### config.mk
export PLATFORM = sky130hd
export DESIGN_NAME = seq_borrow_select_subtractor_flat
export DESIGN_NICKNAME = d
export VERILOG_FILES = /design/src/rtl/seq_borrow_select_subtractor_if.sv /design/src/rtl/seq_borrow_select_subtractor.sv /design/src/flat_wrapper.sv
export SDC_FILE = /design/constraint.sdc
export NUM_CORES = 1
export LEC_CHECK = 0
export BUFFER_PORTS_ARGS = -buffer_cell sky130_fd_sc_hd__buf_4
export CAP_MARGIN = 10
export CORE_MARGIN = 1
export CORE_UTILIZATION = 56
export DETAILED_ROUTE_END_ITERATION = 7
export PLACE_DENSITY = 0.85
export REMOVE_ABC_BUFFERS = 1
export SYNTH_ARGS = -nofsm -noshare
export SYNTH_HDL_FRONTEND = slang
export SYNTH_SLANG_ARGS = --single-unit
export TNS_END_PERCENT = 10
### constraint.sdc
create_clock -name clk -period 4 [get_ports clk]
set_input_delay 0.8 -clock clk [delete_from_list [all_inputs] [get_ports clk]]
set_output_delay 0.8 -clock clk [all_outputs]
set_load 0.05 [all_outputs]
### src/rtl/seq_borrow_select_subtractor_if.sv
// rtl/seq_borrow_select_subtractor_if.sv - handshake/operand bundle for the borrow-select subtractor
//
// Purpose: groups the start/busy/done handshake with the operand and result
//          buses so the datapath controller and the subtractor share one port.
// Signals:
//   start  controller -> subtractor  request, sampled only while idle
//   a, b   controller -> subtractor  minuend / subtrahend (WIDTH bits)
//   bin    controller -> subtractor  borrow-in
//   diff   subtractor -> controller  result (WIDTH bits), held between operations
//   bout   subtractor -> controller  borrow-out (1 = a < b + bin, unsigned)
//   busy   subtractor -> controller  high while slices are being processed
//   done   subtractor -> controller  one-cycle pulse when diff/bout update
// Modports: master (controller side), slave (subtractor side).

interface seq_borrow_select_subtractor_if #(
  parameter int WIDTH = 16
);
  logic             start;
  logic [WIDTH-1:0] a;
  logic [WIDTH-1:0] b;
  logic             bin;
  logic [WIDTH-1:0] diff;
  logic             bout;
  logic             busy;
  logic             done;

  modport master (
    output start, a, b, bin,
    input  diff, bout, busy, done
  );

  modport slave (
    input  start, a, b, bin,
    output diff, bout, busy, done
  );
endinterface

### src/rtl/seq_borrow_select_subtractor.sv
// rtl/seq_borrow_select_subtractor.sv - multi-cycle borrow-select subtractor, one slice per cycle
//
// Purpose: computes diff = a - b - bin (unsigned, modulo 2^WIDTH) one CHUNK-bit
//          slice per clock, LSB slice first. Each slice evaluates both borrow-in
//          outcomes and the registered borrow picks one.
// Ports:
//   clk    rising-edge clock
//   rst_n  asynchronous active-low reset
//   bus    slave side of seq_borrow_select_subtractor_if
//          (start/a/b/bin in, diff/bout/busy/done out)
// Parameters:
//   WIDTH  operand/result width, multiple of CHUNK
//   CHUNK  slice width processed per cycle

module seq_borrow_select_subtractor #(
  parameter int WIDTH = 16,
  parameter int CHUNK = 4
) (
  input  logic                          clk,
  input  logic                          rst_n,
  seq_borrow_select_subtractor_if.slave bus
);

  localparam int N     = WIDTH / CHUNK;
  localparam int CNT_W = (N > 1) ? $clog2(N) : 1;
  localparam logic [CNT_W-1:0] LAST_CNT = CNT_W'(N - 1);

  localparam logic [1:0] S_IDLE = 2'd0;
  localparam logic [1:0] S_RUN  = 2'd1;
  localparam logic [1:0] S_DONE = 2'd2;

  logic [1:0]       state_q,  state_d;
  logic [CNT_W-1:0] cnt_q,    cnt_d;
  logic [WIDTH-1:0] a_q,      a_d;
  logic [WIDTH-1:0] b_q,      b_d;
  logic [WIDTH-1:0] work_q,   work_d;
  logic             borrow_q, borrow_d;
  logic [WIDTH-1:0] diff_q,   diff_d;
  logic             bout_q,   bout_d;

  logic [CHUNK-1:0] a_slice;
  logic [CHUNK-1:0] b_slice;
  logic [CHUNK:0]   d0;
  logic [CHUNK:0]   d1;
  logic [CHUNK:0]   sel;
  int               base;

  // Borrow-select slice: both candidates are formed in parallel, the MSB of
  // each CHUNK+1-bit result is that slice's borrow-out.
  always_comb begin
    base    = int'(cnt_q) * CHUNK;
    a_slice = a_q[base +: CHUNK];
    b_slice = b_q[base +: CHUNK];
    d0      = {1'b0, a_slice} - {1'b0, b_slice};
    d1      = d0 - (CHUNK + 1)'(1);
    sel     = borrow_q ? d1 : d0;
  end

  always_comb begin
    state_d  = state_q;
    cnt_d    = cnt_q;
    a_d      = a_q;
    b_d      = b_q;
    work_d   = work_q;
    borrow_d = borrow_q;
    diff_d   = diff_q;
    bout_d   = bout_q;

    case (state_q)
      S_IDLE: begin
        if (bus.start) begin
          a_d      = bus.a;
          b_d      = bus.b;
          borrow_d = bus.bin;
          cnt_d    = '0;
          state_d  = S_RUN;
        end
      end

      S_RUN: begin
        work_d[base +: CHUNK] = sel[CHUNK-1:0];
        borrow_d              = sel[CHUNK];
        if (cnt_q == LAST_CNT) begin
          // Publish the full word, including the slice written this cycle,
          // so partial results never reach diff.
          diff_d  = work_d;
          bout_d  = sel[CHUNK];
          cnt_d   = '0;
          state_d = S_DONE;
        end else begin
          cnt_d = cnt_q + CNT_W'(1);
        end
      end

      S_DONE: begin
        // start is deliberately ignored here; the next request is taken in IDLE.
        state_d = S_IDLE;
      end

      default: begin
        state_d = S_IDLE;
      end
    endcase
  end

  always_ff @(posedge clk or negedge rst_n) begin
    if (!rst_n) begin
      state_q  <= S_IDLE;
      cnt_q    <= '0;
      a_q      <= '0;
      b_q      <= '0;
      work_q   <= '0;
      borrow_q <= 1'b0;
      diff_q   <= '0;
      bout_q   <= 1'b0;
    end else begin
      state_q  <= state_d;
      cnt_q    <= cnt_d;
      a_q      <= a_d;
      b_q      <= b_d;
      work_q   <= work_d;
      borrow_q <= borrow_d;
      diff_q   <= diff_d;
      bout_q   <= bout_d;
    end
  end

  assign bus.diff = diff_q;
  assign bus.bout = bout_q;
  assign bus.busy = (state_q == S_RUN);
  assign bus.done = (state_q == S_DONE);

endmodule

### src/flat_wrapper.sv
// flat-port wrapper written by rule: the top's interface ports become plain ports
module seq_borrow_select_subtractor_flat 
#(
  parameter int WIDTH = 16,
  parameter int CHUNK = 4
)
  (clk, rst_n, bus_start, bus_a, bus_b, bus_bin, bus_diff, bus_bout, bus_busy, bus_done);
  seq_borrow_select_subtractor_if #(.WIDTH(WIDTH)) bus_i ();
  input  logic clk;
  input  logic rst_n;
  input wire logic [$bits(bus_i.start)-1:0] bus_start;
  input wire logic [$bits(bus_i.a)-1:0] bus_a;
  input wire logic [$bits(bus_i.b)-1:0] bus_b;
  input wire logic [$bits(bus_i.bin)-1:0] bus_bin;
  output wire logic [$bits(bus_i.diff)-1:0] bus_diff;
  output wire logic [$bits(bus_i.bout)-1:0] bus_bout;
  output wire logic [$bits(bus_i.busy)-1:0] bus_busy;
  output wire logic [$bits(bus_i.done)-1:0] bus_done;
  assign bus_i.start = bus_start;
  assign bus_i.a = bus_a;
  assign bus_i.b = bus_b;
  assign bus_i.bin = bus_bin;
  assign bus_diff = bus_i.diff;
  assign bus_bout = bus_i.bout;
  assign bus_busy = bus_i.busy;
  assign bus_done = bus_i.done;
  seq_borrow_select_subtractor #(.WIDTH(WIDTH), .CHUNK(CHUNK)) u_core (.clk(clk), .rst_n(rst_n), .bus(bus_i));
endmodule
Word level (Yosys, flattened, before mapping)

Cells that the tools add are included.

Bits of input ports: 36
Word-level logic and storage cells: 37
Memories: 0
Bits in latches: 0
Flip-flop bits (word level): 70
Bits in read-only memories: 0
Bits in writable memories: 0

Add/subtract/negate cells: 4
Eq/ne operators: 5
Order comparisons: 0
Reductions and logical operators: 6
Divide/modulo/power cells: 0
Multiplexer cells: 10
Shifts and indexed selects: 4
$mul: 0
Bitwise gates (word level): 0

Operators by type and width:

| operator                                                                 | count |
|---|---|
| 4-bit negator with 33-bit output                                         | 1 |
| 4-bit by 33-bit variable shift with 16-bit output (first input constant) | 1 |
| 4-bit by 33-bit indexed part select with 16-bit output                   | 1 |
| 16-bit by 5-bit indexed part select with 4-bit output                    | 2 |
| 16-bit bitwise mux                                                       | 1 |
| 2-bit two-way mux                                                        | 4 |
| 2-bit one-hot mux with 2 select lines                                    | 2 |
| 2-bit AND reduction                                                      | 4 |
| 5-bit two-way mux                                                        | 1 |
| 4-bit by 4-bit subtractor with 5-bit output                              | 1 |
| 5-bit by 1-bit subtractor with 5-bit output (second input constant)      | 1 |
| 2-bit equality test (second input constant)                              | 2 |
| 2-bit by 1-bit adder with 2-bit output (second input constant)           | 1 |
| 2-bit by 1-bit equality test with 1-bit output (second input constant)   | 1 |
| 2-bit zero test                                                          | 1 |
| 2-bit by 1-bit != test with 1-bit output (second input constant)         | 1 |
| 2-bit != test (second input constant)                                    | 1 |
| 1-bit one-hot mux with 2 select lines                                    | 1 |
| 2-bit nonzero test                                                       | 1 |
| 1-bit two-way mux                                                        | 1 |

Longest topological paths before layout

Depth after elaboration: 6
Depth in mapped cells: 11
Gate-level depth less buffers: 10

Worst setup path before layout

Ideal clock, no wire load.

Path kind: reg-to-reg
Start: register u_core.cnt_q[0]
End: register u_core.borrow_q
Setup slack: 0.831 ns
Period minus slack after synthesis: 3.169 ns
Stages on the path, launching flop included: 11
Path buffers: 1
Setup time: 0.114 ns
Arrival: 3.055 ns
Required time: 3.886 ns
Path through: dfrtp_1 -> buf_2 -> mux4_2 -> ha_1 -> fa_1 -> ha_1 -> nand2_1 -> or3b_1 -> mux2i_1 -> xnor2_1 -> a222oi_1

Longest elaborated chain between the ends: 5
Elaborated cells on any way between the ends: 6
Classes of those cells: 2 x add/sub; 2 x shift; 2 x mux

Ends and longest elaborated chain:

| element                                                                         | RTL line                                                               | RTL |
|---|---|---|
| from (decl)                                                                     | seq_borrow_select_subtractor.sv:33                                     | `logic [CNT_W-1:0] cnt_q, cnt_d;` |
| from (signal assigned)                                                          | seq_borrow_select_subtractor.sv:118                                    | `cnt_q <= cnt_d;` |
| 16-bit by 5-bit indexed part select with 4-bit output, on equally long branches | seq_borrow_select_subtractor.sv:52, seq_borrow_select_subtractor.sv:53 |  |
| 4-bit by 4-bit subtractor with 5-bit output (*)                                 | seq_borrow_select_subtractor.sv:54                                     | `d0 = {1'b0, a_slice} - {1'b0, b_slice};` |
| 5-bit by 1-bit subtractor with 5-bit output                                     | seq_borrow_select_subtractor.sv:55                                     | `d1 = d0 - (CHUNK + 1)'(1);` |
| 5-bit two-way mux (*)                                                           | seq_borrow_select_subtractor.sv:56                                     | `sel = borrow_q ? d1 : d0;` |
| 1-bit one-hot mux with 2 select lines (*)                                       | seq_borrow_select_subtractor.sv:69                                     | `case (state_q)` |
| to (signal assigned)                                                            | seq_borrow_select_subtractor.sv:122                                    | `borrow_q <= borrow_d;` |
| to (decl)                                                                       | seq_borrow_select_subtractor.sv:37                                     | `logic borrow_q, borrow_d;` |

Mark *: on every way between the ends. The rest lies on a longest branch, timed or not.
A chain may end at the register's enable or synchronous reset.

Worst setup path in the final report

Ends and elaborated chain as after synthesis.

==> flow_summary.yaml <==
status:
  outcome: "completed"
die:
  start_util_pct: 59.1
  dieHeight_um: 78.9
  core_area_um2: 5610
  dieArea_um2: 6230
  rows: 27
  io_pins: 55
  die_w_um: 78.9
job:
  maxCapViolations: 0
cells_and_area:
  final_common_cell: "dfrtp_1"
  final_cell_mix: "70 x dfrtp_1, 57 x buf_4, 37 x nand2_1, 32 x mux2_2, 25 x o21ai_0"
  nNetsFinal: 386
  layout-drive-gt1-share_pct: 33.0
  n_fill_cell: 403
  fin_util_pct: 71.1
  area_delta_synth_final_pct: 20.3
  antenna_cells: 0
worst_setup_path:
  critPathArrivalTime_ns: 3.54
  worstPathMaxFanout: 9
  crit_path_start_kind: "register"
  worstSetupPathType: "reg2reg"
  timing.rr.start: "u_core.cnt_q[0]"
  worstRegToRegCells: 9
  regToRegEndpoint: "u_core.borrow_q"
  endpoint_kind: "register"
  rrSetupSlack_ns: 0.70
  required_ns: 4.24
sta:
  tns_ns: 0
  rsz0062_at_grt: "false"
  fmax_mhz: 303
  whs_ns: 0.476
  worst_slew_pin_slew_ns: 1.05
  maxSlewHeadroom_pct: 30.2
  hold_violations: 0
  finalMaxSlewViolations: 0
  min_period_over_period_pct: 82.6
  skew_ns: 0.0118
  setup_viol: 0
  fin_crit_ns: 3.30
place:
  place_congestion: 0.810
  hpwl_mm: 4.56
  port_buffers: 54
route:
  first_pass_iters: 4
  route.detailed.drc: 0
  vias: 2338
  drtIter0Drc: 195
  ant_nets: 0
  drt-total-wl_mm: 6.50
  viasPerCell: 5.65
  drt-wirelength-per-cell_um: 15.7
cts:
  clock_path_buffers: 2
  cts_tree: "built"
  htree_levels: 3
  cts-root-buf: "clkbuf_8"
  cts_buffers: 9
  post_cts_buffers: 0
  numClockSinks: 70
  postCtsHoldBufs: 0
  insertion_delay_ns: 0.34
  clk_pin_slew_worst_paths_ns: 0.08
  cts_resized: 0
synthesis:
  netlist.area_leader.share_pct: 52.9
  ys_warn_count: 0
  ys_ff_latch: 70
  syn_avg_cell_area_um2: 11.8
  syn-instance-count: 280
  yosysSeqAreaShare_pct: 52.9
  async_flop_share_pct: 100
  synth_flop_cell: "dfrtp_1"
  synth_cell_type_count: 34
  synth_area_um2: 3310
  synth.area.top_cells: "dfrtp_1 53%, mux2_2 11%, mux4_2 5.4%, nand2_1 4.2%, ha_1 4.2%"
  synth-edff-count: 0
  yosysTopAreaCell: "dfrtp_1"
global_routing:
  grt_first_pass_wirelength_mm: 11.1
  grt_max_degree: 71
  grt_usage_pct: 23.7
  grt_remaining_overflow: 0
  antenna_found_initial: 0
  grt_pass1_vias: 2440
worst_hold_path:
  hold_path_class: "reg2reg"
  min_to: "u_core.bus.diff[14]"
  hp-start: "u_core.bus.diff[14]"
  holdPathStages: 2
[worst max-delay path by stage]
stage	start	endpoint	slack (ns)
final	u_core.cnt_q[0]	u_core.borrow_q	0.70
after global routing	u_core.cnt_q[0]	u_core.bus.diff[3]	0.48
after floorplan	u_core.cnt_q[0]	u_core.borrow_q	0.80
after CTS	u_core.cnt_q[0]	u_core.borrow_q	0.65
after global placement	u_core.cnt_q[0]	u_core.borrow_q	0.79
after detailed placement	u_core.cnt_q[0]	u_core.borrow_q	0.65
[layer usage]
metal / global-route usage [%] / vias to the layer above / share of wire, %
li1: - / 1102 / -
met1: 29.2 / 1150 / 43
met2: 40.5 / 70 / 50
met3: 3.91 / 16 / 5.3
met4: 11.5 / 0 / 2.2
met5: 0 / - / 0
[state kept, by name, summed over array words and instances (netlist names)]
name and count:
u_core.bus.diff 16, u_core.state_q 2, u_core.a_q 16, u_core.bus.bout 1, u_core.cnt_q 2, u_core.borrow_q 1, u_core.work_q 16, u_core.b_q 16
[metrics by stage]
stage / cells / setup slack, ns / cell area, um2
after global placement: 399 / 0.790 / 3800
after detailed placement: 399 / 0.651 / 3800
final: 414 / 0.697 / 3990
after global routing: 414 / 0.484 / 3990
after floorplan: 270 / 0.800 / 3270
after CTS: 414 / 0.649 / 3990
[worst max-delay path: stages (launching register included)]
cell and delay (ns):
dfrtp_1 0.66, mux4_2 0.56, ha_1 0.21, fa_1 0.54
ha_1 0.19, nand2_1 0.12, or3b_1 0.37, mux2i_1 0.16
xnor2_1 0.11, a222oi_1 0.27
[cells in the mapped netlist, drive strengths merged, types with 5 or more instances]
library cell  instances
ha                   11
a21oi                18
mux2                 32
dfrtp                70
mux4                  8
clkbuf                7
nand2                37
inv                  12
xnor2                 5
nor3b                 5
o21ai                25
nor2b                13
[kinds of logic (layout without fill, tap and decap cells)]
kind of cell	count (synthesis)	in the layout	share of synthesized area [%]
AOI/OAI and AO/OA	57	57	10.1
xor gates and xnor gates	8	8	2.34
adders and majority gates	12	12	4.76
buffers and inverters	22	84	2.57
DFF	70	70	52.9
muxes	42	42	16.9
and+or+nand+nor	69	69	10.5
[final cells by class]
class	count	area [um2]	area share [%]
well taps	72	90.1	2.26
flip-flops and latches	70	1750	43.9
clock inverters	4	47.5	1.19
repair buffers	57	428	10.7
multi-input cells	188	1480	37.2
clock buffers	11	141	3.55
inverters	12	45.0	1.13
Power is not shown: default switching activity piles up to over one toggle a cycle in this logic, so the estimate is an artifact.
